==> config.mk <==
export PLATFORM = sky130hd
export DESIGN_NAME = regfile_mp_sb
export DESIGN_NICKNAME = d
export VERILOG_FILES = /design/src/rtl/regfile_mp_sb.sv
export SDC_FILE = /design/constraint.sdc
export NUM_CORES = 2
export LEC_CHECK = 0
export BUFFER_PORTS_ARGS = -buffer_cell sky130_fd_sc_hd__buf_2
export CAP_MARGIN = 30
export CORE_ASPECT_RATIO = 0.7
export CORE_MARGIN = 2
export CORE_UTILIZATION = 39
export CTS_CLUSTER_DIAMETER = 100
export CTS_CLUSTER_SIZE = 20
export DETAILED_ROUTE_END_ITERATION = 10
export HOLD_SLACK_MARGIN = 0.15
export PLACE_DENSITY = 0.62
export SLEW_MARGIN = 0
export SYNTH_ARGS = -nofsm -noshare
export SYNTH_HDL_FRONTEND = slang
export SYNTH_SLANG_ARGS = --single-unit
==> constraint.sdc <==
create_clock -name clk -period 2.31 [get_ports clk]
set_input_delay 0.1155 -clock clk [delete_from_list [all_inputs] [get_ports clk]]
set_output_delay 0.1155 -clock clk [all_outputs]
set_load 0.02 [all_outputs]
==> src/rtl/regfile_mp_sb.sv <==
// -----------------------------------------------------------------------------
// regfile_mp_sb
//   Multi-port general register file for the pipelined CPU. It has NR
//   combinational read ports and NW synchronous write ports. Write-to-read
//   bypass is optional, and register 0 can be hardwired to zero. A busy bit per
//   register is kept for the hazard unit. The ALU, MDU and load writeback
//   paths can each have a producer in flight, and the busy bits track them.
//
// Ports
//   clk       clock
//   reset     synchronous, active-high reset; clears registers and busy bits
//   ra        NR read addresses, port i at [i*ADDR_W +: ADDR_W]
//   rd        NR read data words, port i at [i*DATA_W +: DATA_W]
//   rbusy     busy bit of register ra[i] (registered state, never bypassed)
//   we        per-write-port enable; port NW-1 has the highest priority
//   wa        NW write addresses, packed like ra
//   wd        NW write data words, packed like rd
//   iss_en    a producer for register iss_addr has issued: mark it busy
//   iss_addr  destination register of that producer
//   flush     clear every busy bit (pipeline flush); register writes still land
//   busy_vec  full scoreboard state, bit r = register r busy
// -----------------------------------------------------------------------------
module regfile_mp_sb #(
  parameter int DATA_W   = 32,
  parameter int ADDR_W   = 5,
  parameter int NR       = 3,
  parameter int NW       = 2,
  parameter int ZERO_REG = 1,
  parameter int BYPASS   = 1
) (
  input  logic                     clk,
  input  logic                     reset,
  input  logic [NR*ADDR_W-1:0]     ra,
  output logic [NR*DATA_W-1:0]     rd,
  output logic [NR-1:0]            rbusy,
  input  logic [NW-1:0]            we,
  input  logic [NW*ADDR_W-1:0]     wa,
  input  logic [NW*DATA_W-1:0]     wd,
  input  logic                     iss_en,
  input  logic [ADDR_W-1:0]        iss_addr,
  input  logic                     flush,
  output logic [(2**ADDR_W)-1:0]   busy_vec
);

  localparam int DEPTH = 2**ADDR_W;

  // Unpacked views of the packed port buses.
  logic [ADDR_W-1:0] ra_a [NR];
  logic [ADDR_W-1:0] wa_a [NW];
  logic [DATA_W-1:0] wd_a [NW];

  logic [DATA_W-1:0] regs [DEPTH];
  logic [DEPTH-1:0]  busy;

  // wr_hit[r] : some enabled write port targets r this cycle.
  // iss_hit[r]: the issuing producer targets r this cycle.
  // With ZERO_REG, register 0 is masked out of both.
  logic [DEPTH-1:0]  wr_hit;
  logic [DEPTH-1:0]  iss_hit;

  always_comb begin
    for (int i = 0; i < NR; i++) ra_a[i] = ra[i*ADDR_W +: ADDR_W];
    for (int j = 0; j < NW; j++) begin
      wa_a[j] = wa[j*ADDR_W +: ADDR_W];
      wd_a[j] = wd[j*DATA_W +: DATA_W];
    end
  end

  // NOTE: every variable written in always_comb gets a default before any
  // conditional assignment; otherwise the tool infers a latch to hold it.
  always_comb begin
    wr_hit  = '0;
    iss_hit = '0;
    for (int j = 0; j < NW; j++)
      if (we[j]) wr_hit[wa_a[j]] = 1'b1;
    if (iss_en) iss_hit[iss_addr] = 1'b1;
    if (ZERO_REG != 0) begin
      wr_hit[0]  = 1'b0;
      iss_hit[0] = 1'b0;
    end
  end

  // Register array. Ports are visited in ascending order. When two ports hit
  // the same address, the last non-blocking assignment wins. That gives the
  // higher-indexed port priority.
  // NOTE: the array is reset explicitly. Registers must read 0 after reset,
  // so this storage cannot be left uninitialised the way a RAM could be.
  always_ff @(posedge clk) begin
    if (reset) begin
      for (int r = 0; r < DEPTH; r++) regs[r] <= '0;
    end else begin
      for (int j = 0; j < NW; j++)
        if (we[j] && !(ZERO_REG != 0 && wa_a[j] == '0))
          regs[wa_a[j]] <= wd_a[j];
    end
  end

  // Scoreboard. flush clears everything. A new issue beats a completing
  // write to the same register, because the new producer supersedes the old
  // one. Otherwise a write clears the bit, and the bit holds when neither
  // happens. Register 0 never sets under ZERO_REG because iss_hit[0] is masked.
  // NOTE: sequential state uses non-blocking assignments only, so every
  // always_ff reads the values from before the edge.
  always_ff @(posedge clk) begin
    if (reset || flush) busy <= '0;
    else                busy <= iss_hit | (busy & ~wr_hit);
  end

  assign busy_vec = busy;

  // Read ports: array value, then the optional same-cycle bypass (the highest
  // matching write port wins), then the hardwired zero, which overrides both.
  always_comb begin
    logic [DATA_W-1:0] val;
    rd    = '0;
    rbusy = '0;
    for (int i = 0; i < NR; i++) begin
      val = regs[ra_a[i]];
      if (BYPASS != 0)
        for (int j = 0; j < NW; j++)
          if (we[j] && wa_a[j] == ra_a[i]) val = wd_a[j];
      if (ZERO_REG != 0 && ra_a[i] == '0) val = '0;
      rd[i*DATA_W +: DATA_W] = val;
      // The busy bit is the registered state. A bypassed read still reports
      // busy, and the hazard unit masks it with its own bypass match.
      rbusy[i] = busy[ra_a[i]];
    end
  end

endmodule

==> metrics.cfg <==
[routing]
drc=0
drt-total-wl_um=354000
firstDrtPassIters=6
vias_per_cell=7.74
drt_iter0_drc=12147
routedWlPerCell_um=44.6
vias=61355
ant_nets=0

[min_path]
min-delay-start=we[1]
hold_depth=5
hp-class=in2reg
holdPathEnd=busy_vec[3]

[setup_path]
r2r_end=busy_vec[27]
cp_slowest_stage_delay_ps=590
required_ps=2190
r2r_start=busy_vec[27]
crit_type=reg2out
crit_path_end_kind=output port
critPathLaunchType=flip-flop
rrSetupSlack_ps=1040
slowest_stage=edfxtp_1
cp_cell_sequence=mux4_2 > mux4_2 > nor2_2 > a21oi_2 > a221o_1 > buf_6
path_max_fanout=3
crit_top_cell=mux4_2
r2r_cells=3
cp.arrival_ps=3070

[final_layout]
drive_above_1_share_pct=42.0
syn_to_final_growth_pct=23.1
nets=5628
stdcell_area_sq_um=87200
n_fill_cell=15209

[die]
die_area_sq_um=185000
die_h_um=361
io_pins=231
core_area_sq_um=180000
initial_core_util_pct=39.4
placementRows=130
die_x_um=513

[sta]
min_period_ps=3190
tightest_slew_ps=1110
whs_ps=202
finalSetupViolations=99
fmax_mhz=314
drv_slew=0
relSlewSlack_pct=26.0
period_share_pct=138
finClkSkew_ps=0
hold_viol=0
setup_slack_ps=-877
rsz0062_at_grt=true

[synthesis]
synth_top_family_by_area=multiplexers
yosysTopAreaCell=edfxtp_1
syn_inst=5105
synthesis.area_sq_um=70900
synth_xor_area_share_pct=0.371
async_reset_ff_share_pct=0
synth.area.mux_share_pct=26.5
yosys-top-cells-count=a22o_1, edfxtp_1, mux4_2, clkbuf_1, mux2i_1
synth_top_cell_area_share_pct=43.4
ys_seq_area_share_pct=44.3
synth_edf_count=1024
ys_ff_latch=1055
synth.area.top_cells=edfxtp_1, mux4_2, a22o_1
synth_cell_types=50
synth_fa_ha_area_share_pct=0
yosysWarningCount=0
synth-compound-area-share_pct=20.4
yosysMostFrequentCell=a22o_1
synthFlopType=edfxtp_1
avgSynthCellArea_sq_um=13.9
yosys.area_share.simple_pct=3.25

[global_routing]
grt_pass1_vias=58009
grt_remaining_overflow=0
grt_max_degree=53
grt_pass1_wl_um=483000
antenna_found_initial=12
grt_usage_pct=37.1

[cts]
cts_buffers=60
root_buffer=clkbuf_16
cts_buffer_depth=3
clock_sinks=1055
clkLatencyLatePin_ps=760
clk_pin_slew_ps=100
cts_tree=done
ctsHtreeMaxLevel=2

[power]
power_density_nw_per_um2=555
clkPwrFrac_pct=24.7
max-vdd-ir-drop_uv=645
power.leakage_nw=30.7
p_seq_share_pct=47.6
switchingPower_mw=15.6
p_int_mw=32.7
swShare_pct=32.3
comb_power_share_pct=27.7

[status]
outcome=finished, violations left
violations=setup timing

[flow_run]
drv_cap=0

[placed_design]
gp_congestion=1.07
placed_cell_area_sq_um=81700
dpl.hpwl_um=242000
port_buffers=229

==> worst max path at each step <==
stage          cells after the start   startpoint           to  slack (ps)
2_1_floorplan                      5        wa[8]  regs[17][0]          20
4_1_cts                            6  regs[6][30]       rd[30]        -830
3_3_place_gp                      11        ra[7]       rd[48]        -750
3_5_place_dp                      11        ra[7]       rd[48]        -760
6_report                           6  regs[6][30]       rd[30]        -880
5_1_grt                            6  regs[6][30]       rd[30]        -870
==> cell type report <==
cell class	count	area [sq um]	share of cell area [%]
multi-input cells	3238	39100	44.9
diodes	6	15.0	0.0172
flip-flops and latches	1055	31400	36.0
well taps	2376	2970	3.41
repair buffers	1170	12000	13.7
clock inverters	9	101	0.116
inverters	3	11.3	0.0129
clock buffers	73	1570	1.80
==> per-stage QoR <==
step	total power [mW]	util, %	worst slack, ps	setup TNS [ps]	std cells
3_5_place_dp	34.8	45.4	-756	-46030	7799
5_1_grt	49.0	48.5	-865	-67280	7927
6_report	48.4	48.5	-877	-65030	7930
3_3_place_gp	34.7	45.4	-747	-50880	7797
2_1_floorplan	29.1	-	20.7	0	5137
4_1_cts	47.5	48.3	-829	-62790	7921
==> routing by layer <==
layer | wire (um) | share of wire, % | vias to the layer above | global-route usage [%]
met4 | 23400 | 6.6 | 6 | 19.4
met3 | 60900 | 17 | 1313 | 16.6
met1 | 127000 | 36 | 31135 | 48.9
met2 | 143000 | 40 | 6255 | 51.1
met5 | 39 | 0.011 | - | 0
li1 | - | - | 22646 | -
==> power groups by stage <==
| stage | Combinational (mW) | Sequential [mW] | Clock [mW] |
|---|---|---|---|
| finish | 13.4 | 23.0 | 12.0 |
| global route | 13.4 | 23.1 | 12.5 |
| CTS | 12.7 | 22.9 | 11.9 |
| detailed placement | 11.4 | 23.4 | 0 |
| global placement | 11.4 | 23.3 | 0 |
| floorplan | 6.09 | 23.0 | 0 |
==> flip-flops by register name (all words and copies together) (netlist names) <==
signal / cells
regs: 1024
busy_vec: 31
==> cell usage in the layout, fill, tap and decap left out, types with 63 or more instances in the layout <==
| cell type | Yosys | final |
|---|---|---|
| a211oi_2 | 0 | 63 |
| a221o_1 | 96 | 93 |
| a221oi_1 | 90 | 77 |
| a22o_1 | 1085 | 1056 |
| a22oi_1 | 65 | 64 |
| buf_12 | 0 | 230 |
| buf_2 | 206 | 123 |
| buf_4 | 28 | 644 |
| buf_6 | 22 | 105 |
| edfxtp_1 | 1024 | 1024 |
| mux2_1 | 108 | 107 |
| mux2_2 | 79 | 77 |
| mux2i_1 | 286 | 261 |
| mux4_2 | 612 | 612 |
| nand2_1 | 112 | 112 |
| o221ai_1 | 93 | 93 |
==> logic make-up after synthesis <==
kind of cell    count (synthesis)
compound gates               1653
simple gates                  437
buf+inv                       844
flops                        1055
other cells                     1
xor+xnor                       30
mux                          1085
==> critical path, delay by kind of cell, from the launching register on <==
| family | cells | cell delay (ps) |
|---|---|---|
| mux | 2 | 1040 |
| compound gates | 2 | 410 |
| flops | 1 | 590 |
| buf+inv | 1 | 150 |
| simple gates | 1 | 120 |
==> what timing repair did <==
item	CTS	global route
pin swaps	247	20
endpoints found under the hold margin	485	0
hold buffers	60	0
setup buffers	6	5
setup endpoints to repair	99	99
gates resized for setup	608	56
cloned	1	0
Power figures use the tool's default switching activity.
